<file path="config.mk">
export PLATFORM = sky130hd
export DESIGN_NAME = mem_arbiter
export DESIGN_NICKNAME = d
export VERILOG_FILES = /design/src/rtl/mem_arb_pkg.sv /design/src/rtl/mem_arb_burst_ctr.sv /design/src/rtl/mem_arbiter.sv
export SDC_FILE = /design/constraint.sdc
export NUM_CORES = 1
export LEC_CHECK = 0
export ABC_AREA = 0
export ABC_CLOCK_PERIOD_IN_PS = 2600
export CAP_MARGIN = 10
export CORE_MARGIN = 2
export CORE_UTILIZATION = 46
export CTS_CLUSTER_DIAMETER = 150
export CTS_CLUSTER_SIZE = 12
export DETAILED_ROUTE_END_ITERATION = 10
export PLACE_DENSITY = 0.81
export SLEW_MARGIN = 20
export SYNTH_ARGS = -nofsm -noshare
export SYNTH_HDL_FRONTEND = slang
export SYNTH_SLANG_ARGS = --single-unit
</file>
<file path="constraint.sdc">
create_clock -name I_clk -period 2.6 [get_ports I_clk]
set_input_delay 0.52 -clock I_clk [delete_from_list [all_inputs] [get_ports I_clk]]
set_output_delay 0.52 -clock I_clk [all_outputs]
set_load 0.05 [all_outputs]
</file>
<file path="src/rtl/mem_arb_pkg.sv">
// mem_arb_pkg
// Shared constants for the memory arbiter: the FSM state encoding, the
// default CPU starvation limit and the default word-address width.
// No ports; imported by mem_arbiter and mem_arb_burst_ctr.
package mem_arb_pkg;

    // Arbiter FSM encoding (plain constants so older tools and dumps stay readable)
    localparam logic [1:0] ST_IDLE       = 2'd0;
    localparam logic [1:0] ST_CPU        = 2'd1;
    localparam logic [1:0] ST_VID        = 2'd2;
    localparam logic [1:0] ST_VID_RESUME = 2'd3;

    // Video words completed while a CPU request waits before the CPU is forced in
    localparam int STARVE_LIMIT_DEF = 4;

    // Word-address width (byte address bits 31:2)
    localparam int AW_DEF = 30;

endpackage

</file>
<file path="src/rtl/mem_arb_burst_ctr.sv">
// mem_arb_burst_ctr
// Holds the current video burst word address and the number of words still
// to be fetched.  A load captures a new burst (length 0 means 256 words); a
// step advances to the next word.  The address wraps modulo 2^AW.
// Ports:
//   I_clk, I_rst_n : clock, asynchronous active-low reset
//   I_load         : capture I_addr / I_len as a new burst
//   I_addr, I_len  : burst start word address and length
//   I_step         : one word of the burst has completed
//   O_addr         : word address of the next word to fetch
//   O_last         : the word currently being fetched is the final one
module mem_arb_burst_ctr
    import mem_arb_pkg::*;
#(
    parameter int AW = AW_DEF
) (
    input  logic          I_clk,
    input  logic          I_rst_n,
    input  logic          I_load,
    input  logic [AW-1:0] I_addr,
    input  logic [7:0]    I_len,
    input  logic          I_step,
    output logic [AW-1:0] O_addr,
    output logic          O_last
);

    logic [AW-1:0] addr_q, addr_d;
    logic [8:0]    rem_q,  rem_d;

    // NOTE: every signal assigned here gets a default first, so no path leaves
    // it unassigned and no latch is inferred.
    always_comb begin
        addr_d = addr_q;
        rem_d  = rem_q;
        if (I_load) begin
            addr_d = I_addr;
            rem_d  = (I_len == 8'd0) ? 9'd256 : {1'b0, I_len};
        end else if (I_step) begin
            addr_d = addr_q + AW'(1);
            rem_d  = rem_q - 9'd1;
        end
    end

    // NOTE: state registers use non-blocking assignments only, so every flop
    // samples pre-edge values regardless of block evaluation order.
    always_ff @(posedge I_clk or negedge I_rst_n) begin
        if (!I_rst_n) begin
            addr_q <= '0;
            rem_q  <= '0;
        end else begin
            addr_q <= addr_d;
            rem_q  <= rem_d;
        end
    end

    assign O_addr = addr_q;
    assign O_last = (rem_q == 9'd1);

endmodule

</file>
<file path="src/rtl/mem_arbiter.sv">
// mem_arbiter
// Arbitrates a single-word memory port between a CPU (single read/write
// accesses) and a video engine (read bursts).  Video normally wins, but a CPU
// request that has waited through STARVE_LIMIT video words suspends the burst;
// the burst resumes after the CPU word at the address it left off.
// One memory word is outstanding at a time and O_mem_req drops for at least
// one cycle between words.
// Ports:
//   I_clk, I_rst_n                  : clock, asynchronous active-low reset
//   I_cpu_*, O_cpu_ack, O_cpu_data_r: CPU request / completion
//   I_vid_*, O_vid_valid/_data/_done: video burst request / returned words
//   O_mem_*, I_mem_done/_data_r     : memory word port
module mem_arbiter
    import mem_arb_pkg::*;
#(
    parameter int STARVE_LIMIT = STARVE_LIMIT_DEF,
    parameter int AW           = AW_DEF
) (
    input  logic          I_clk,
    input  logic          I_rst_n,
    input  logic          I_cpu_req,
    input  logic [AW-1:0] I_cpu_address,
    input  logic [3:0]    I_cpu_byte_we,
    input  logic [31:0]   I_cpu_data_w,
    output logic          O_cpu_ack,
    output logic [31:0]   O_cpu_data_r,
    input  logic          I_vid_req,
    input  logic [AW-1:0] I_vid_address,
    input  logic [7:0]    I_vid_len,
    output logic          O_vid_valid,
    output logic [31:0]   O_vid_data,
    output logic          O_vid_done,
    output logic          O_mem_req,
    output logic [AW-1:0] O_mem_address,
    output logic [3:0]    O_mem_byte_we,
    output logic [31:0]   O_mem_data_w,
    input  logic          I_mem_done,
    input  logic [31:0]   I_mem_data_r
);

    localparam int SW = (STARVE_LIMIT < 1) ? 1 : $clog2(STARVE_LIMIT + 1);
    localparam logic [SW-1:0] STARVE_MAX = SW'(STARVE_LIMIT);

    logic [1:0]    state_q,     state_d;
    logic          susp_q,      susp_d;
    logic [SW-1:0] starve_q,    starve_d;
    logic          rst_done_q,  rst_done_d;
    logic          cpu_ack_q,   cpu_ack_d;
    logic [31:0]   cpu_data_q,  cpu_data_d;
    logic          vid_valid_q, vid_valid_d;
    logic [31:0]   vid_data_q,  vid_data_d;
    logic          vid_done_q,  vid_done_d;
    logic          mem_req_q,   mem_req_d;
    logic [AW-1:0] mem_addr_q,  mem_addr_d;
    logic [3:0]    mem_we_q,    mem_we_d;
    logic [31:0]   mem_wdata_q, mem_wdata_d;

    logic          vid_load, vid_step, vid_last;
    logic [AW-1:0] vid_addr;
    logic [SW-1:0] starve_inc;

    mem_arb_burst_ctr #(.AW(AW)) u_burst_ctr (
        .I_clk   (I_clk),
        .I_rst_n (I_rst_n),
        .I_load  (vid_load),
        .I_addr  (I_vid_address),
        .I_len   (I_vid_len),
        .I_step  (vid_step),
        .O_addr  (vid_addr),
        .O_last  (vid_last)
    );

    // Starvation count including the video word completing this cycle
    assign starve_inc = (starve_q == STARVE_MAX) ? starve_q : starve_q + SW'(1);

    always_comb begin
        state_d     = state_q;
        susp_d      = susp_q;
        starve_d    = starve_q;
        rst_done_d  = 1'b1;
        cpu_ack_d   = 1'b0;
        cpu_data_d  = cpu_data_q;
        vid_valid_d = 1'b0;
        vid_data_d  = vid_data_q;
        vid_done_d  = 1'b0;
        mem_req_d   = mem_req_q;
        mem_addr_d  = mem_addr_q;
        mem_we_d    = mem_we_q;
        mem_wdata_d = mem_wdata_q;
        vid_load    = 1'b0;
        vid_step    = 1'b0;

        case (state_q)
            ST_IDLE: begin
                // rst_done_q holds off the first grant to the second edge after reset
                if (rst_done_q) begin
                    if (I_cpu_req && (!I_vid_req || starve_q == STARVE_MAX)) begin
                        state_d     = ST_CPU;
                        mem_req_d   = 1'b1;
                        mem_addr_d  = I_cpu_address;
                        mem_we_d    = I_cpu_byte_we;
                        mem_wdata_d = I_cpu_data_w;
                    end else if (I_vid_req) begin
                        state_d  = ST_VID;
                        vid_load = 1'b1;
                    end
                end
            end
            ST_CPU: begin
                if (!mem_req_q) begin
                    // Entered from a suspended burst: issue after the one-cycle gap
                    mem_req_d   = 1'b1;
                    mem_addr_d  = I_cpu_address;
                    mem_we_d    = I_cpu_byte_we;
                    mem_wdata_d = I_cpu_data_w;
                end else if (I_mem_done) begin
                    mem_req_d  = 1'b0;
                    cpu_ack_d  = 1'b1;
                    cpu_data_d = I_mem_data_r;
                    starve_d   = '0;
                    state_d    = susp_q ? ST_VID_RESUME : ST_IDLE;
                end
            end
            ST_VID: begin
                if (!mem_req_q) begin
                    mem_req_d  = 1'b1;
                    mem_addr_d = vid_addr;
                    mem_we_d   = 4'd0;
                end else if (I_mem_done) begin
                    mem_req_d   = 1'b0;
                    vid_valid_d = 1'b1;
                    vid_data_d  = I_mem_data_r;
                    vid_step    = 1'b1;
                    if (I_cpu_req) begin
                        starve_d = starve_inc;
                    end
                    if (vid_last) begin
                        vid_done_d = 1'b1;
                        state_d    = ST_IDLE;
                    end else if (I_cpu_req && starve_inc == STARVE_MAX) begin
                        susp_d  = 1'b1;
                        state_d = ST_CPU;
                    end
                end
            end
            default: begin  // ST_VID_RESUME
                susp_d  = 1'b0;
                state_d = ST_VID;
            end
        endcase
    end

    always_ff @(posedge I_clk or negedge I_rst_n) begin
        if (!I_rst_n) begin
            state_q     <= ST_IDLE;
            susp_q      <= 1'b0;
            starve_q    <= '0;
            rst_done_q  <= 1'b0;
            cpu_ack_q   <= 1'b0;
            cpu_data_q  <= '0;
            vid_valid_q <= 1'b0;
            vid_data_q  <= '0;
            vid_done_q  <= 1'b0;
            mem_req_q   <= 1'b0;
            mem_addr_q  <= '0;
            mem_we_q    <= '0;
            mem_wdata_q <= '0;
        end else begin
            state_q     <= state_d;
            susp_q      <= susp_d;
            starve_q    <= starve_d;
            rst_done_q  <= rst_done_d;
            cpu_ack_q   <= cpu_ack_d;
            cpu_data_q  <= cpu_data_d;
            vid_valid_q <= vid_valid_d;
            vid_data_q  <= vid_data_d;
            vid_done_q  <= vid_done_d;
            mem_req_q   <= mem_req_d;
            mem_addr_q  <= mem_addr_d;
            mem_we_q    <= mem_we_d;
            mem_wdata_q <= mem_wdata_d;
        end
    end

    assign O_cpu_ack     = cpu_ack_q;
    assign O_cpu_data_r  = cpu_data_q;
    assign O_vid_valid   = vid_valid_q;
    assign O_vid_data    = vid_data_q;
    assign O_vid_done    = vid_done_q;
    assign O_mem_req     = mem_req_q;
    assign O_mem_address = mem_addr_q;
    assign O_mem_byte_we = mem_we_q;
    assign O_mem_data_w  = mem_wdata_q;

endmodule

</file>
==> metrics.md <==
| Metric | Value |
|---|---|
| Delay-heaviest family, CP | `buffers and inverters` |
| First-pass GRT wire length | `32,200 um` |
| Post-Syn Area | `8020 sq um` |
| Slew headroom | `0.603` |
| Outcome | `complete, no violations` |
| Starting DRT DRC Count | `266` |
| Gate power share | `0.562` |
| Core area | `17,200 sq um` |
| Area growth syn-to-layout | `47.1%` |
| Unrepaired setup endpoints after global routing | `false` |
| Antenna diode count | `0` |
| Peak supply drop | `896 uV` |
| Hold crit path type | `input port to async pin` |
| Routed wire length per instance | `16.5 um` |
| Reg2reg start | `starve_q[0]$_DFFE_PN0P_` |
| Nets@finish | `1,127` |
| Pwr dens | `1480 nW/um^2` |
| Most frequent cells in the layout | `273 x clkdlybuf4s50_1, 180 x dfrtp_1, 149 x nand2_1` |
| Clock buffer depth | `2` |
| Detail Placement HPWL | `14,800 um` |
| Largest net degree at the start of global routing | `62` |
| Root Driver | `clkbuf_16` |
| Last element of the critical path | `O_mem_req` |
| Clk_lat worst skew | `0.44 ns` |
| Slowest library cell on the worst path | `clkdlybuf4s50_1` |
| Static leakage | `0.00506 uW` |
| Reg2Reg Depth | `8` |
| Commonest non-fill, non-tap cell in the layout | `clkdlybuf4s50_1` |
| EDFF count, synth | `0` |
| Worst stage delay on the critical path | `0.90 ns` |
| Total CTS buffers | `17` |
| FMAX | `422 MHz` |
| TritonCTS clock tree | `done` |
| Chip Height | `136 um` |
| Die width | `136 um` |
| Total track usage | `0.224` |
| Crit share post-route | `0.910` |
| Reg-to-Reg End | `O_mem_data_w[23]$_DFFE_PN0P_` |
| Share of cells above drive strength 1 | `0.206` |
| Hold-fix buffers, CTS | `0` |
| Arrival time worst endpoint | `1.85 ns` |
| Detail-routed via count per cell | `5.09` |
| DR DRC count | `0` |
| Post-cts resize count | `0` |
| CP Launch Type | `register` |
| Fin Clk Skew | `0.0105 ns` |
| Synth Register Bits | `180` |
| Top FF cell, synth | `dfrtp_1` |
| Psw | `7970 uW` |
| Clk pwr share | `0.147` |
| H-tree levels | `4` |
| Initial antenna violation count | `0` |
| Post-Syn Area per Cell | `11.7 sq um` |
| Setup TNS | `0 ns` |
| Max Cap Viol | `0` |
| Gp weighted congestion | `0.820` |
| Worst Path Max Fanout | `8` |
| Final slew viol count | `0` |
| IO Pins | `275` |
| Drt pass-1 iters | `5` |
| Die area | `18,500 sq um` |
| Crit end category | `output port` |
| Post-Syn Nets | `838` |
| Final setup fails | `0` |
| Worst-Margin Slew | `0.596 ns` |
| Ys Warns | `0` |
| Int Pwr | `9530 uW` |
| Pwr Total | `17,500 uW` |
| Post-synth cell types | `44` |
| Async S/R FF share, synth | `1.00` |
| Drt total wl | `20,000 um` |
| Vias in the first global route | `6,235` |
| Postcts setup bufs | `0` |
| R2r setup slk | `0.24 ns` |
| CP cell instances | `clkdlybuf4s50_1` |
| Worst Setup SP | `O_mem_req$_DFFE_PN0P_` |
| Global route overflow | `0` |
| WP depth | `1` |
| Share of power burned in registers | `0.291` |
| DRT antenna net count | `0` |
| Worst path required time | `2.08 ns` |
| Fin crit period | `2.37 ns` |
| Num Clock Sinks | `180` |
| Port buffer count | `274` |
| Vias | `6,189` |
| Cells after synthesis | `688` |
| Sw frac | `0.455` |
| Rows | `48` |
| Buf+Inv Stages, Crit Path | `1` |
| CP Class | `register to output port` |
| Initial Util | `0.467` |
| Clock slew at reported path FFs | `0.07 ns` |
| Post-synthesis sequential area ratio | `0.562` |
| Final Hold Vio Count | `0` |
==> per-layer routing <==
layer / track usage / share of wire / up-vias / wire (um)
met2: 0.369 / 0.49 / 211 / 9840
li1: - / - / 2940 / -
met1: 0.277 / 0.40 / 2999 / 8040
met5: 0 / 0 / - / 0
met3: 0.0723 / 0.079 / 39 / 1580
met4: 0.0845 / 0.028 / 0 / 559
==> per-stage QoR <==
| step | hold slack (ns) | util | cells | cell area, sq um | setup slack [ns] |
|---|---|---|---|---|---|
| final | 0.0566 | 0.687 | 1215 | 11800 | 0.233 |
| after global routing | 0.0841 | 0.687 | 1215 | 11800 | 0.112 |
| after CTS | 0.0811 | 0.687 | 1215 | 11800 | 0.215 |
| after detailed placement | 0.461 | 0.652 | 1183 | 11200 | 0.134 |
| after global placement | 0.457 | 0.652 | 1183 | 11200 | 0.170 |
| after floorplan | 0.224 | - | 688 | 8020 | 0.427 |
==> flip-flops by register name (all words and copies together) (netlist names) <==
register and flops:
state_q 2, u_burst_ctr.rem_q 9, starve_q 3, O_vid_done 1, O_vid_data 32, O_mem_data_w 32, u_burst_ctr.O_addr 30, O_cpu_data_r 32
O_mem_byte_we 4, O_mem_address 30, O_mem_req 1, O_vid_valid 1, O_cpu_ack 1, susp_q 1, rst_done_q 1
==> power groups by stage <==
stage / clock (uW) / combinational (uW) / sequential, uW
final: 2560 / 9830 / 5100
after global routing: 2750 / 10400 / 5280
after CTS: 2630 / 9930 / 5100
after global placement: 0 / 9750 / 5080
after floorplan: 0 / 3100 / 8550
after detailed placement: 0 / 9880 / 5140
==> synth_stat cells, types with 4 or more instances <==
master	instances	area share
dfrtp_1	180	0.56
ha_1	9	0.014
mux2_2	135	0.19
nor2_1	11	0.0051
inv_1	10	0.0047
buf_2	4	0.0025
and3_1	8	0.0062
nand3_1	14	0.0087
nand4_1	14	0.011
nor2b_1	5	0.0039
nand2_1	149	0.070
nor4_1	4	0.0031
xnor2_1	15	0.016
o21ai_0	39	0.024
buf_1	4	0.0019
xor2_1	20	0.022
and2_1	5	0.0039
clkbuf_1	21	0.0098
==> worst min-delay path by stage <==
stage / from / to / slack (ns)
after floorplan: I_rst_n / O_cpu_ack$_DFF_PN0_ / 0.22
after global placement: O_vid_data[12]$_DFFE_PN0P_ / O_vid_data[12]$_DFFE_PN0P_ / 0.46
after detailed placement: O_vid_data[26]$_DFFE_PN0P_ / O_vid_data[26]$_DFFE_PN0P_ / 0.46
after CTS: I_rst_n / O_mem_data_w[31]$_DFFE_PN0P_ / 0.08
after global routing: I_rst_n / O_mem_data_w[9]$_DFFE_PN0P_ / 0.08
final: I_rst_n / O_mem_data_w[31]$_DFFE_PN0P_ / 0.06
==> layout make-up <==
class / instances / area (sq um)
fill: 1317 / 5380
clock buffer: 17 / 425
clock inverter: 15 / 166
inverter: 10 / 37.5
sequential: 180 / 4500
timing repair buffer: 302 / 3020
tap: 225 / 282
multi-input combinational: 466 / 3370
==> cells by family (layout without fill, tap and decap cells) <==
group | after synthesis | in the layout | share of synthesized area
flip-flops | 180 | 180 | 0.562
other | 1 | 1 | 0.000468
AND/OR/NAND/NOR | 227 | 227 | 0.129
buffers and inverters | 42 | 344 | 0.0217
AO/OA/AOI/OAI | 56 | 56 | 0.0415
XOR/XNOR | 35 | 35 | 0.0382
adder cells (fa/ha/maj) | 9 | 9 | 0.0140
multiplexers | 138 | 138 | 0.193
(Power assumes the default switching activity.)
